[config.mk]
export PLATFORM = sky130hd
export DESIGN_NAME = fifo_rx_apb
export DESIGN_NICKNAME = d
export VERILOG_FILES = /design/src/rtl/zigbee_fifo_pkg.sv /design/src/rtl/sync_fifo_core.sv /design/src/rtl/fifo_rx_apb.sv
export SDC_FILE = /design/constraint.sdc
export NUM_CORES = 1
export LEC_CHECK = 0
export ABC_AREA = 1
export CAP_MARGIN = 20
export CORE_UTILIZATION = 55
export DETAILED_ROUTE_END_ITERATION = 8
export PLACE_DENSITY = 0.8
export SETUP_SLACK_MARGIN = 0.2
export SLEW_MARGIN = 15
export SYNTH_ARGS = -nofsm -noshare
export SYNTH_HDL_FRONTEND = slang
export SYNTH_HIERARCHICAL = 1
export SYNTH_SLANG_ARGS = --single-unit
[constraint.sdc]
create_clock -name clk -period 5.8 [get_ports clk]
set_input_delay 1.16 -clock clk [delete_from_list [all_inputs] [get_ports clk]]
set_output_delay 1.16 -clock clk [all_outputs]
set_load 0.1 [all_outputs]
[src/rtl/zigbee_fifo_pkg.sv]
// Shared types and APB constants for the Zigbee FIFO datapath (RX and TX sides).
package zigbee_fifo_pkg;
   typedef enum logic [1:0] {
      RX_IDLE  = 2'd0,
      RX_SHIFT = 2'd1,
      RX_STORE = 2'd2
   } rx_state_t;

   localparam logic PREADY_ZW = 1'b1;
   localparam logic ERR_NONE  = 1'b0;
   localparam logic ERR_SLV   = 1'b1;
endpackage

[src/rtl/sync_fifo_core.sv]
// Single-clock FIFO with wrap-bit pointers and a combinational read port.
// The caller decides when a push is legal; this core only stores and counts.
module sync_fifo_core #(
   parameter int  WIDTH     = 8,
   parameter int  DEPTH     = 64,
   localparam int PTR_WIDTH = $clog2(DEPTH)
) (
   input  logic                 clk,
   input  logic                 reset_n,
   input  logic                 push,
   input  logic [WIDTH-1:0]     push_data,
   input  logic                 pop,
   output logic [WIDTH-1:0]     pop_data,
   output logic                 full,
   output logic                 empty,
   output logic [PTR_WIDTH:0]   level
);
   logic [WIDTH-1:0]   mem_q [DEPTH];
   logic [PTR_WIDTH:0] wr_ptr_q, wr_ptr_d;
   logic [PTR_WIDTH:0] rd_ptr_q, rd_ptr_d;

   assign wr_ptr_d = push ? wr_ptr_q + (PTR_WIDTH+1)'(1) : wr_ptr_q;
   assign rd_ptr_d = pop  ? rd_ptr_q + (PTR_WIDTH+1)'(1) : rd_ptr_q;

   always_ff @(posedge clk or negedge reset_n) begin
      if (!reset_n) begin
         wr_ptr_q <= '0;
         rd_ptr_q <= '0;
      end else begin
         wr_ptr_q <= wr_ptr_d;
         rd_ptr_q <= rd_ptr_d;
      end
   end

   // Storage is left uninitialised on reset; only the pointers define validity.
   always_ff @(posedge clk) begin
      if (push) begin
         mem_q[wr_ptr_q[PTR_WIDTH-1:0]] <= push_data;
      end
   end

   assign pop_data = mem_q[rd_ptr_q[PTR_WIDTH-1:0]];
   assign empty    = (wr_ptr_q == rd_ptr_q);
   assign full     = (wr_ptr_q[PTR_WIDTH] != rd_ptr_q[PTR_WIDTH]) &&
                     (wr_ptr_q[PTR_WIDTH-1:0] == rd_ptr_q[PTR_WIDTH-1:0]);
   assign level    = wr_ptr_q - rd_ptr_q;
endmodule

[src/rtl/fifo_rx_apb.sv]
// Zigbee receive buffer: LSB-first bit deserialiser feeding a FIFO that the CPU
// drains through a read-only, zero-wait-state APB slave.
module fifo_rx_apb
   import zigbee_fifo_pkg::*;
#(
   parameter int  WIDTH     = 8,
   parameter int  DEPTH     = 64,
   localparam int PTR_WIDTH = $clog2(DEPTH)
) (
   input  logic               clk,
   input  logic               reset_n,
   input  logic               data_in,
   input  logic               bit_valid,
   input  logic               en_rx,
   input  logic               psel,
   input  logic               penable,
   input  logic               pwrite,
   output logic [WIDTH-1:0]   prdata,
   output logic               pready,
   output logic               pslverr,
   output logic               mem_state,
   output logic [PTR_WIDTH:0] level,
   output logic               overflow
);
   localparam int CNT_W = $clog2(WIDTH);

   rx_state_t        state_q, state_d;
   logic [WIDTH-1:0] shreg_q, shreg_d;
   logic [WIDTH-1:0] rx_word_q, rx_word_d;
   logic [CNT_W-1:0] bitcnt_q, bitcnt_d;
   logic             overflow_q, overflow_d;
   logic             last_bit, store;
   logic             rd_acc, wr_acc, pop, push;
   logic             full, empty;
   logic [WIDTH-1:0] pop_data;

   assign last_bit = (bitcnt_q == CNT_W'(WIDTH-1));

   always_ff @(posedge clk or negedge reset_n) begin
      if (!reset_n) begin
         state_q    <= RX_IDLE;
         shreg_q    <= '0;
         rx_word_q  <= '0;
         bitcnt_q   <= '0;
         overflow_q <= 1'b0;
      end else begin
         state_q    <= state_d;
         shreg_q    <= shreg_d;
         rx_word_q  <= rx_word_d;
         bitcnt_q   <= bitcnt_d;
         overflow_q <= overflow_d;
      end
   end

   always_comb begin
      state_d = state_q;
      case (state_q)
         RX_IDLE:  if (en_rx) state_d = RX_SHIFT;
         RX_SHIFT: begin
            if (!en_rx)                    state_d = RX_IDLE;
            else if (bit_valid && last_bit) state_d = RX_STORE;
         end
         RX_STORE: state_d = en_rx ? RX_SHIFT : RX_IDLE;
         default:  state_d = RX_IDLE;
      endcase
   end

   // The store cycle still listens to the line so back-to-back words lose no bit.
   always_comb begin
      shreg_d   = shreg_q;
      rx_word_d = rx_word_q;
      bitcnt_d  = bitcnt_q;
      store     = 1'b0;
      case (state_q)
         RX_SHIFT: begin
            if (!en_rx) begin
               bitcnt_d = '0;
            end else if (bit_valid) begin
               shreg_d[bitcnt_q] = data_in;
               if (last_bit) begin
                  rx_word_d = shreg_d;
                  bitcnt_d  = '0;
               end else begin
                  bitcnt_d = bitcnt_q + CNT_W'(1);
               end
            end
         end
         RX_STORE: begin
            store = 1'b1;
            if (en_rx && bit_valid) begin
               shreg_d[0] = data_in;
               bitcnt_d   = CNT_W'(1);
            end
         end
         default: ;
      endcase
   end

   assign rd_acc = psel & penable & ~pwrite;
   assign wr_acc = psel & penable & pwrite;
   assign pop    = rd_acc & ~empty;
   // A pop in the store cycle frees the slot the incoming word needs.
   assign push   = store & (~full | pop);

   always_comb begin
      overflow_d = overflow_q;
      if (rd_acc && !en_rx)         overflow_d = 1'b0;
      if (store && full && !pop)    overflow_d = 1'b1;
   end

   sync_fifo_core #(
      .WIDTH (WIDTH),
      .DEPTH (DEPTH)
   ) u_core (
      .clk       (clk),
      .reset_n   (reset_n),
      .push      (push),
      .push_data (rx_word_q),
      .pop       (pop),
      .pop_data  (pop_data),
      .full      (full),
      .empty     (empty),
      .level     (level)
   );

   assign prdata    = pop ? pop_data : '0;
   assign pslverr   = (wr_acc || (rd_acc && empty)) ? ERR_SLV : ERR_NONE;
   assign pready    = PREADY_ZW;
   assign mem_state = ~empty;
   assign overflow  = overflow_q;
endmodule

Yosys cells after proc, flatten, opt, wreduce, memory -nomap -nowiden
Memory sizes are Yosys's and may differ from the RTL's. Index checks and enable logic that the tools add are counted.

Flip-flop bits (word level): 36. RAM bits: 512. Input bits: 8. Output and inout bits: 19. Logic and storage cells: 79. Memories kept: 1.

Memory list: u_core.mem_q (words 64, width 8, read ports 1, clocked after Yosys merged registers in 0, write ports 1, RTL line sync_fifo_core.sv:18) `logic [WIDTH-1:0] mem_q [DEPTH];`.

Add/subtract/negate cells: 4. $lt $le $gt $ge: 2. Eq/ne operators: 12. Multiplexer cells: 24. Bitwise logic cells: 9. Reductions and logical operators: 19.

Operator list (number): adder 7 x 1 -> 7 bit (second input constant) (2); two-way mux 3 bit (4); two-way mux 1 bit (11); bitwise mux 8 bit (1); logical AND 1 bit (8); two-way mux 8 bit (1); inequality test 2 bit (second input constant) (4); AND reduction 4 bit (2); == test 7 bit (1); subtractor 7 bit (1); == test 6 bit (1); two-way mux 2 bit (3); inequality test 3 bit (second input constant) (2); case mux 2 bit (3 select lines) (1); case mux 3 bit (2 select lines) (1); AND reduction 3 bit (2); bitwise AND 1 bit (5); less-than comparator 3 x 4 -> 1 bit (second input constant) (1); nonzero test 2 bit (2); adder 3 x 1 -> 3 bit (second input constant) (1); demux 1 bit (select 3 bit) (1); == test 3 bit (second input constant) (1); >= comparator 3 x 1 -> 1 bit (second input constant) (1); inverter 1 bit (3); 9 further kinds (10).

Logic depth before layout (Yosys ltp)
Word-level depth: 8. Depth in mapped cells: 17. Depth with buffers taken out: 15.

Cells and area by module
Netlist, hierarchy kept.

By module, submodules not included: sync_fifo_core (instances 1, cells an instance 2183, area an instance 22766.8 sq um); fifo_rx_apb (instances 1, cells an instance 165, area an instance 1193.6 sq um).

Least setup slack after synthesis
Ideal clock, no wire load.

Path kind: flip-flop to output port. From: register u_core.rd_ptr_q[2]. To: output prdata[0]. Arrival time: 3739 ps. Setup slack: 901 ps. Stages on the path, launching flop included: 12. Path buffers: 2. Cells stage by stage: dfrtp_1 buf_2 clkinv_1 clkbuf_1 ha_1 nand2_1 inv_1 nand4_1 nor2_1 inv_1 nand2_1 nor2_1.

Word-level cells in the longest chain between the ends: 4. Elaborated cells between the ends (all ways): 5.

RTL lines: from (decl) (RTL line sync_fifo_core.sv:20) `logic [PTR_WIDTH:0] rd_ptr_q, rd_ptr_d;`; from (signal assigned) (RTL line sync_fifo_core.sv:31) `rd_ptr_q <= rd_ptr_d;`; == test 7 bit (RTL line sync_fifo_core.sv:43) `assign empty = (wr_ptr_q == rd_ptr_q);`; net empty (RTL line fifo_rx_apb.sv:34) `logic full, empty;`; inverter 1 bit; net mem_state (RTL line fifo_rx_apb.sv:21) `output logic mem_state,`; bitwise AND 1 bit (RTL line fifo_rx_apb.sv:101) `assign pop = rd_acc & ~empty;`; two-way mux 8 bit (RTL line fifo_rx_apb.sv:126) `assign prdata = pop ? pop_data : '0;`; to (decl) (RTL line fifo_rx_apb.sv:18) `output logic [WIDTH-1:0] prdata,`.

The timed path passes the listed nets, and every way through them passes these cells.

Worst setup path in the final report
From: register u_core.rd_ptr_q[0]. To: output prdata[3].

Elaborated cells between the ends (all ways): 5.

RTL lines: memory (64 x 8 bit); net pop_data[3] (RTL line fifo_rx_apb.sv:35) `logic [WIDTH-1:0] pop_data;`; two-way mux 8 bit (RTL line fifo_rx_apb.sv:126).

The timed path passes the listed nets, and every way through them passes these cells.

==> key figures <==
Die
  • Io pins: 27
  • Starting Density: 0.557
  • Core footprint: 43000 um^2
  • Die Y: 211 um
  • Die W: 211 um
  • Cell row count: 76
  • Die area: 44400 um^2

Synth
  • Synth area leaders: edfxtp_1 (64%), nand2_1 (11%), nand3_1 (5.5%), inv_1 (4.3%), dfrtp_1 (3.8%)
  • Compound-cell area share of the yosys netlist: 0.0251
  • Mux share of post-synthesis cell area: 0
  • Largest area contributor in the netlist: edfxtp_1
  • Post-synthesis cell count: 2348
  • Async SR Flop Fraction: 0.0657
  • Post-Syn Nets: 2368
  • Adder-Cell Fraction of Synth Area: 0.00658
  • Synth unique cells: 31
  • Synth warnings: 6
  • Mapped cell area: 24000 um^2
  • Post-synth EDFFs: 512
  • Avg Cell Area, Syn: 10.2 um^2
  • Post-synthesis xor/xnor area fraction: 0.00621
  • Sequential area share after synthesis: 0.679
  • Synth Flop Type: edfxtp_1
  • Share of the synthesized area in the top cell type: 0.642
  • Synthesized flop and latch total: 548
  • Synth Area in Simple Gates: 0.213
  • Dominant combinational cell family by area after synthesis: simple AND/OR/NAND/NOR gates

Setup path
  • Reg2reg start: u_core/rd_ptr_q[1]$_DFFE_PN0P_
  • Crit. End Element: primary output
  • FF-to-FF path depth: 10
  • Crit path DAT: 3.92 ns
  • CP cell instances: inv_6 -> buf_12 -> nand2_1 -> nand2_1 -> nand2_1 -> nand3_1 -> nand3_1 -> nand2_1 -> nand3_1 -> nand2_1 -> inv_1 -> nor2_1 -> buf_12
  • CP Launch Type: flip-flop
  • Slowest CP cell: inv_6
  • Crit path largest cell delay: 0.77 ns
  • WP data required: 4.64 ns
  • Reg-to-reg endpoint: u_core/mem_q[22][3]$_DFFE_PP_
  • Reg2Reg Setup Slack: 1.01 ns
  • Critical Path Most Common Cell: nand2_1
  • Crit-path max FO: 142
  • CP Class: flip-flop to primary output

Clock network
  • Longest Clk Path Bufs: 3
  • CTS Buf Count: 52
  • H-tree levels: 2
  • Worst-Skew Late Latency: 0.60 ns
  • Root buffer cell: clkbuf_16
  • Clk pin slew, worst setup/hold paths: 0.06 ns
  • Hold Buf Count CTS: 0
  • Setup Fix Bufs, Post-CTS: 0
  • Post-CTS resize count: 0
  • Clk sinks: 548
  • CTS tree: built

Layout
  • Area growth syn-to-layout: 10.3%
  • # diodes: 0
  • Area of the multi-input gates: 6030 um^2
  • Fraction of layout cells with a size suffix above 1: 0.0639
  • Final net count: 2369
  • FF/Latch Area: 16300 um^2
  • Final non-filler cell total: 2978
  • Fillers: 3316

Power and ir drop
  • Internal: 0.00740 W
  • Leak: 10.7 nW
  • Tot Pwr: 0.0119 W
  • Clock Power Share: 0.280
  • Gate power share: 0.348
  • VDD IR max: 0.675 mV
  • Sequential power share: 0.372
  • Switching share of power: 0.380
  • Switching power: 0.00455 W
  • Power Dens Cells: 452 nW/um^2

STA
  • RSZ-0062 raised after global routing: no
  • FMAX: 0.197 GHz
  • Setup Skew: 0.0184 ns
  • Tightest Pin Transition: 1.07 ns
  • Tmin final: 5.08 ns
  • Slew headroom: 0.281
  • Max-slew violations: 0
  • Setup Viol. Count Final: 0
  • PnR worst setup slack: 0.718 ns
  • Final period utilization: 0.876
  • Final Hold Viols: 0
  • Fin Setup TNS: 0 ns

Routing
  • DRC viols: 0
  • Detailed Routing Iterations Pass 1: 6
  • Vias: 16.7k
  • Routed wire length: 57.8 mm
  • Vias per cell: 5.61
  • WL per Instance: 19.4 um
  • Starting DRT DRC Count: 2144
  • Antenna-violating nets left: 0

Global routing
  • Antenna violations before repair: 0
  • Total global-route track usage: 0.263
  • First-pass GRT wire length: 88.3 mm
  • Largest net degree at the start of global routing: 195
  • Vias in the first global route: 15.9k
  • Gr ovfl total: 0

Worst hold path
  • Hold path depth: 2
  • Worst Hold Path EP: shreg_q[5]$_DFFE_PN0P_
  • Worst Hold Class: flip-flop to flip-flop
  • HP Start: shreg_q[5]$_DFFE_PN0P_

Job
  • Maxcap violations: 0

Place
  • PortBufs: 25
  • Inst Count DP: 2876
  • DP HPWL: 34.3 mm
  • Pre-CTS WS: 1.20 ns
  • GPL Wtd Cong: 0.963

Run status
  • Status: finished, final reports clean
## layout make-up
| type | count | share of cell area |
|---|---|---|
| Timing Repair Buffer | 54 | 0.0232 |
| Clock buffer | 69 | 0.0544 |
| Tap cell | 585 | 0.0277 |
| Clock inverter | 29 | 0.00946 |
| Inverter | 286 | 0.0409 |
| Sequential cell | 548 | 0.616 |
| Multi-Input combinational cell | 1407 | 0.228 |
## worst max-delay path by stage
stage	from	end	depth (start not counted)
2_1_floorplan	u_core/rd_ptr_q[2]$_DFFE_PN0P_	prdata[0]	11
3_3_place_gp	u_core/rd_ptr_q[1]$_DFFE_PN0P_	u_core/mem_q[22][3]$_DFFE_PP_	10
3_5_place_dp	u_core/rd_ptr_q[1]$_DFFE_PN0P_	u_core/mem_q[22][2]$_DFFE_PP_	10
4_1_cts	u_core/rd_ptr_q[0]$_DFFE_PN0P_	prdata[1]	13
6_report	u_core/rd_ptr_q[0]$_DFFE_PN0P_	prdata[3]	13
5_1_grt	u_core/rd_ptr_q[0]$_DFFE_PN0P_	prdata[1]	13
## metal layers
metal | vias up | routed length [um] | track usage
met2 | 945 | 27200 | 0.423
met1 | 7921 | 22000 | 0.348
li1 | 7648 | - | -
met5 | - | 0 | 0
met3 | 180 | 6050 | 0.0495
met4 | 0 | 2640 | 0.125
## flip-flops by register name (all words and copies together), names as in the netlist
signal / cells
bitcnt_q: 3
overflow: 1
rx_word_q: 8
shreg_q: 8
state_q: 2
u_core/mem_q: 512
u_core/rd_ptr_q: 7
u_core/wr_ptr_q: 7
## placed cells by master, fill, tap and decap left out, types with 2 or more instances in the layout
| master | instances |
|---|---|
| nor3_2 | 3 |
| o21ai_0 | 55 |
| nor2_1 | 239 |
| a21oi_1 | 23 |
| edfxtp_1 | 512 |
| o21ai_2 | 2 |
| nand4_1 | 2 |
| ha_1 | 11 |
| bufinv_16 | 4 |
| nand3_1 | 264 |
| buf_2 | 4 |
| clkinv_2 | 10 |
| dfrtp_2 | 8 |
| clkbuf_16 | 54 |
| nand2_1 | 734 |
| clkinvlp_4 | 2 |
| clkbuf_8 | 3 |
| inv_1 | 274 |
| o21ai_1 | 37 |
| xnor2_1 | 4 |
| dfrtp_1 | 26 |
| dfrtp_4 | 2 |
| clkinv_1 | 15 |
| nand2_2 | 2 |
| nor2_2 | 2 |
| buf_12 | 14 |
| nor3_1 | 7 |
| xor2_1 | 13 |
| inv_2 | 6 |
| or2_2 | 5 |
| clkbuf_1 | 12 |
| buf_4 | 26 |
| clkdlybuf4s50_1 | 9 |
## logic make-up after synthesis
| group | after synthesis |
|---|---|
| AND/OR/NAND/NOR | 1259 |
| flip-flops | 548 |
| buffers and inverters | 393 |
| AO/OA/AOI/OAI | 118 |
| XOR/XNOR | 17 |
| adder cells (fa/ha/maj) | 12 |
| other | 1 |
## critical path, delay by kind of cell, from the launching register on
| kind | cells | cell delay [ns] |
|---|---|---|
| flip-flops | 1 | 0.57 |
| buffers and inverters | 4 | 1.38 |
| AND/OR/NAND/NOR | 9 | 1.22 |
## stage by stage
step	utilization	hold WS [ns]	cell area, um^2
after floorplan	-	0.449	24000
after global placement	0.575	0.463	24700
after detailed placement	0.575	0.465	24700
after CTS	0.614	0.482	26400
after global routing	0.615	0.496	26400
final	0.615	0.476	26400
## power by group through the flow
| stage | combinational [W] | clock, W | sequential, W |
|---|---|---|---|
| after global placement | 0.00391 | 0 | 0.00452 |
| after global routing | 0.00449 | 0.00353 | 0.00445 |
| after floorplan | 0.00301 | 0 | 0.00446 |
| after detailed placement | 0.00400 | 0 | 0.00452 |
| after CTS | 0.00403 | 0.00337 | 0.00444 |
| final | 0.00416 | 0.00334 | 0.00444 |
## synth_stat cells, drive strengths merged (2+ instances only)
cell type	count
or2	5
clkbuf	21
clkinv	5
xnor2	4
buf	86
inv	281
nor2	242
xor2	13
nand3	264
dfrtp	36
nand2	736
nor3	10
a21oi	23
nand4	2
o21ai	94
edfxtp	512
ha	11
Power figures use the tool's default switching activity.
